[src/rtl/matrix_alu_core_pkg.sv]
// Shared opcodes and packed-matrix slice helpers for the matrix ALU.
// Element (row,col) is row-major, with element 0 in the most significant word.
package matrix_alu_core_pkg;

    localparam logic [1:0] OP_ADD  = 2'b00;
    localparam logic [1:0] OP_SUB  = 2'b01;
    localparam logic [1:0] OP_MUL  = 2'b10;
    localparam logic [1:0] OP_KRON = 2'b11;

    // Row-major element index.
    function automatic int elem_idx(input int row, input int col, input int cols);
        return row * cols + col;
    endfunction

    // LSB bit offset of element (row,col) in a bus holding nelem words of width w.
    function automatic int elem_lsb(input int row, input int col, input int cols,
                                    input int nelem, input int w);
        return (nelem - 1 - elem_idx(row, col, cols)) * w;
    endfunction

endpackage

[src/rtl/matrix_mult_unit.sv]
// Combinational A x B; products and sums kept at full width, each element truncated.
// Result is AR x BC packed row-major; all zeros when inner dimensions disagree.
module matrix_mult_unit
    import matrix_alu_core_pkg::*;
#(
    parameter int W  = 8,
    parameter int AR = 2,
    parameter int AC = 2,
    parameter int BR = 2,
    parameter int BC = 2
) (
    input  logic [AR*AC*W-1:0] i_a,
    input  logic [BR*BC*W-1:0] i_b,
    output logic [AR*BC*W-1:0] o_c
);

    localparam int ACCW = 2 * W + $clog2(AC + 1);

    generate
        if (AC == BR) begin : g_valid
            logic [ACCW-1:0] w_acc;

            always_comb begin
                o_c   = '0;
                w_acc = '0;
                for (int i = 0; i < AR; i++) begin
                    for (int j = 0; j < BC; j++) begin
                        w_acc = '0;
                        for (int k = 0; k < AC; k++) begin
                            w_acc = w_acc
                                  + ACCW'(i_a[elem_lsb(i, k, AC, AR*AC, W) +: W])
                                  * ACCW'(i_b[elem_lsb(k, j, BC, BR*BC, W) +: W]);
                        end
                        o_c[elem_lsb(i, j, BC, AR*BC, W) +: W] = w_acc[W-1:0];
                    end
                end
            end
        end else begin : g_invalid
            assign o_c = '0;
        end
    endgenerate

endmodule

[src/rtl/matrix_alu_core.sv]
// Registered matrix ALU: add, subtract, multiply or Kronecker product into C, 1-cycle latency.
// Smaller results sit in the top words of C with the rest zeroed; invalid dimensions give zero.
module matrix_alu_core
    import matrix_alu_core_pkg::*;
#(
    parameter int word_size     = 8,
    parameter int Amatrixrownum = 2,
    parameter int Amatrixcolnum = 2,
    parameter int Bmatrixrownum = 2,
    parameter int Bmatrixcolnum = 2
) (
    input  logic                                     clk,
    input  logic                                     resetn,
    input  logic [Amatrixrownum*Amatrixcolnum*word_size-1:0] A,
    input  logic [Bmatrixrownum*Bmatrixcolnum*word_size-1:0] B,
    input  logic [1:0]                               op,
    output logic [Amatrixrownum*Amatrixcolnum*Bmatrixrownum*Bmatrixcolnum*word_size-1:0] C
);

    localparam int W  = word_size;
    localparam int AR = Amatrixrownum;
    localparam int AC = Amatrixcolnum;
    localparam int BR = Bmatrixrownum;
    localparam int BC = Bmatrixcolnum;
    localparam int NA = AR * AC;
    localparam int NB = BR * BC;
    localparam int NC = NA * NB;
    localparam int CW = NC * W;
    localparam int MW = AR * BC * W;

    logic [CW-1:0] w_add;
    logic [CW-1:0] w_sub;
    logic [CW-1:0] w_mul;
    logic [CW-1:0] w_kron;
    logic [CW-1:0] w_sel;
    logic [MW-1:0] w_mm;
    logic [CW-1:0] r_c;

    generate
        if (AR == BR && AC == BC) begin : g_addsub
            always_comb begin
                w_add = '0;
                w_sub = '0;
                for (int k = 0; k < NA; k++) begin
                    w_add[(NC-1-k)*W +: W] = A[(NA-1-k)*W +: W] + B[(NB-1-k)*W +: W];
                    w_sub[(NC-1-k)*W +: W] = A[(NA-1-k)*W +: W] - B[(NB-1-k)*W +: W];
                end
            end
        end else begin : g_addsub_invalid
            assign w_add = '0;
            assign w_sub = '0;
        end
    endgenerate

    matrix_mult_unit #(
        .W  (W),
        .AR (AR),
        .AC (AC),
        .BR (BR),
        .BC (BC)
    ) u_mult (
        .i_a (A),
        .i_b (B),
        .o_c (w_mm)
    );

    always_comb begin
        w_mul = '0;
        w_mul[CW-1 -: MW] = w_mm;
    end

    // Kronecker block (i,j) is A(i,j) scaling all of B; fills C completely.
    always_comb begin
        w_kron = '0;
        for (int i = 0; i < AR; i++) begin
            for (int j = 0; j < AC; j++) begin
                for (int p = 0; p < BR; p++) begin
                    for (int q = 0; q < BC; q++) begin
                        w_kron[elem_lsb(i*BR + p, j*BC + q, AC*BC, NC, W) +: W] =
                            A[elem_lsb(i, j, AC, NA, W) +: W] *
                            B[elem_lsb(p, q, BC, NB, W) +: W];
                    end
                end
            end
        end
    end

    always_comb begin
        w_sel = '0;
        case (op)
            OP_ADD:  w_sel = w_add;
            OP_SUB:  w_sel = w_sub;
            OP_MUL:  w_sel = w_mul;
            OP_KRON: w_sel = w_kron;
            default: w_sel = '0;
        endcase
    end

    // resetn is active-high despite its name.
    always_ff @(posedge clk) begin
        if (resetn) begin
            r_c <= '0;
        end else begin
            r_c <= w_sel;
        end
    end

    assign C = r_c;

endmodule

[config.mk]
export PLATFORM = sky130hd
export DESIGN_NAME = matrix_alu_core
export DESIGN_NICKNAME = d
export VERILOG_FILES = /design/src/rtl/matrix_alu_core_pkg.sv /design/src/rtl/matrix_mult_unit.sv /design/src/rtl/matrix_alu_core.sv
export SDC_FILE = /design/constraint.sdc
export NUM_CORES = 2
export LEC_CHECK = 0
export CORE_MARGIN = 3
export CORE_UTILIZATION = 56
export DETAILED_ROUTE_END_ITERATION = 12
export PLACE_DENSITY_LB_ADDON = 0.1
export SLEW_MARGIN = 10
export SYNTH_ARGS = -nofsm -noshare
export SYNTH_HDL_FRONTEND = slang
export SYNTH_HIERARCHICAL = 1
export SYNTH_SLANG_ARGS = --single-unit
[constraint.sdc]
create_clock -name clk -period 5.3 [get_ports clk]
set_clock_uncertainty 0.15 [all_clocks]
set_input_delay 0.53 -clock clk [delete_from_list [all_inputs] [get_ports clk]]
set_output_delay 0.53 -clock clk [all_outputs]
set_load 0.01 [all_outputs]
==> impl_metrics.ini <==
[synthesis]
ys_seq_area_share_pct = 9.173
synth.distinct_cells = 42
synth.net_count = 4117
synth_seq_cells = 128
synth_area_per_cell_um2 = 8.473
synth_cells = 3297
synth_ff_type = dfxtp_1
synthesis.area_um2 = 27940
synth_common_cells = inv_1 (565), and2_1 (459), ha_1 (432)
synth_most_common_cell = inv_1
synth_area_leaders = fa_1 (23%), ha_1 (19%), and2_1 (10%)
synth_edf_count = 0
async_flop_share_pct = 0
synth_top_area_share_pct = 22.93
yosysWarnings = 6
post-synth-top-area-cell = fa_1

[placed_design]
placed_cell_area_um2 = 32360
port_buffers = 195
post-dp-hpwl_mm = 71.21
gp_congestion = 0.9959

[pwr]
power_density_nw_per_um2 = 295.1
vdd_drop_max_mv = 0.3400
total_power_w = 0.009953
leakage_nw = 17.11

[timing]
setup_violations = 0
hold_viol_final = 0
tns_ns = 0
tightest_slew_ns = 0.8742
hold_ws_ns = 0.4851
slew_viol_final = 0
post-route-period-util_pct = 97.31
fmax_ghz = 0.1939
max_slew_margin_pct = 41.72
layout_min_cycle_time_ns = 5.158

[clock_network]
tritoncts = yes
cts.path.max_buffers = 2
clockRootBuffer = clkbuf_16
postCtsHoldBufs = 0
cts_num_sinks = 128
htree_levels = 4
numCtsBuffers = 17
cts.clk_slew.worst_paths_ns = 0.07

[route]
routed_via_density = 5.352
firstDrtPassIters = 5
routed_wl_mm = 91.28
antenna_left = 0
routed-via-count = 23330
drc = 0
routedWlPerCell_um = 20.94
drt_iter0_drc = 1726

[run_status]
outcome = complete, no violations

[finish]
nFillCells = 4131
register_area_um2 = 2562
area_growth_syn_to_layout_pct = 20.74
multi_input_area_um2 = 22670
largest_reg_flops = 128
final_area_um2 = 33730
layout.nets = 4500
drive_gt1_share_pct = 12.32
utilization_pct = 68.62

[grt]
grt_pass1_vias = 24770
grt_max_degree = 58
antenna_found_initial = 5
grt_usage_pct = 35.31
grt_remaining_overflow = 0
grt_pass1_wl_mm = 140.6

[worst_setup_path]
required_ns = 5.54
arrival_ns = 5.40
end_kind = flop
cp.buffers_inverters = 6
cp_cell_sequence = dlygate4sd2_1 -> buf_12 -> buf_4 -> and2_1 -> fa_1 -> ha_1 -> inv_1 -> fa_1 -> inv_2 -> fa_1 -> fa_2 -> fa_1 -> ha_4 -> inv_2 -> o21bai_1 -> a21oi_1 -> xnor3_1 -> nor2_1 -> a21oi_1 -> a22o_1
cpMaxStageDelayCell = fa_2
worst_path_largest_cell_delay_ns = 0.57
cp_top_family = adder cells
start_kind = input port
path_max_fanout = 7
path_class = input port to flop
crit_top_cell = fa_1

[floorplanning]
row_count = 81
core_um2 = 49150
die_w_um = 229.4
die_h_um = 229.4
initial_core_util_pct = 56.83
io_pins = 196
dieArea_um2 = 52600

[hold_path]
hold_path_class = input port to flop

[run]
drv_cap = 0
## timing repair
action,in CTS,in global routing
pin swaps,49,61
gates resized for setup,63,82
gates cloned,1,0
setup buffers,41,25
setup endpoints to repair,8,8
## worst paths after layout
kind	startpoint	to	slack (ns)	depth (start not counted)
worst min-delay path	op[0]	C[59]	0.49	2
worst max-delay path	A[11]	C[103]	0.14	20
## kinds of logic after synthesis
group / Yosys count / synth area share [%]
AND/OR/NAND/NOR: 1049 / 18.95
adder cells (fa/ha/maj): 752 / 42.28
buffers and inverters: 743 / 10.29
XOR/XNOR: 423 / 14.24
AO/OA/AOI/OAI: 172 / 3.968
flip-flops: 128 / 9.173
multiplexers: 30 / 1.097
## placed cells by master (no fill, tap or decap), types with 6 or more instances in the layout
cell             count
o21bai_1             8
and2_1             452
buf_12              28
fa_1               311
fa_2                 9
xnor2_1            323
a21oi_1             62
nor3_1              22
inv_1              558
dlymetal6s2s_1      13
and2_4               7
a21o_1              40
dlygate4sd2_1       23
inv_2                8
mux2i_1             25
nand2_2              7
xnor2_2              8
xnor3_1             16
clkdlybuf4s50_1    145
and3_1              50
buf_4              289
a31oi_1              6
ha_1               427
a211oi_1            27
clkbuf_16           17
dfxtp_1            128
xor2_1              74
o21ai_0             16
nor2b_1              8
clkbuf_2             6
nand2_1            362
nor2_1             130
buf_6               28
## per-layer routing
layer  wire length [um]  up-vias  global-route usage (%)
li1                   -    10750                       -
met1              37200    11470                   44.66
met2              41210      912                   56.09
met3               8764      201                   10.09
met4               4105        0                   16.20
met5                  0        -                       0
## per-stage QoR
step	std cells	setup WS, ns
after global placement	4261	-0.7488
after detailed placement	4261	-0.8530
after CTS	4334	0.001049
final	4359	0.1424
after floorplan	3297	0.004292
after global routing	4358	-0.01645
## final cells by class
class	instances	area share, %
timing repair buffer	540	14.74
multi-input combinational	2426	67.20
antenna	2	0.01484
sequential	128	7.597
clock inverter	15	0.4081
tap	664	2.463
clock buffer	17	1.261
inverter	567	6.314
## report_power, final
part,switching [W],internal [W],total [W]
registers,0.0000498,0.00109,0.00114
logic,0.00376,0.00386,0.00762
clock network,0.000544,0.000648,0.00119
(Power assumes the default switching activity.)
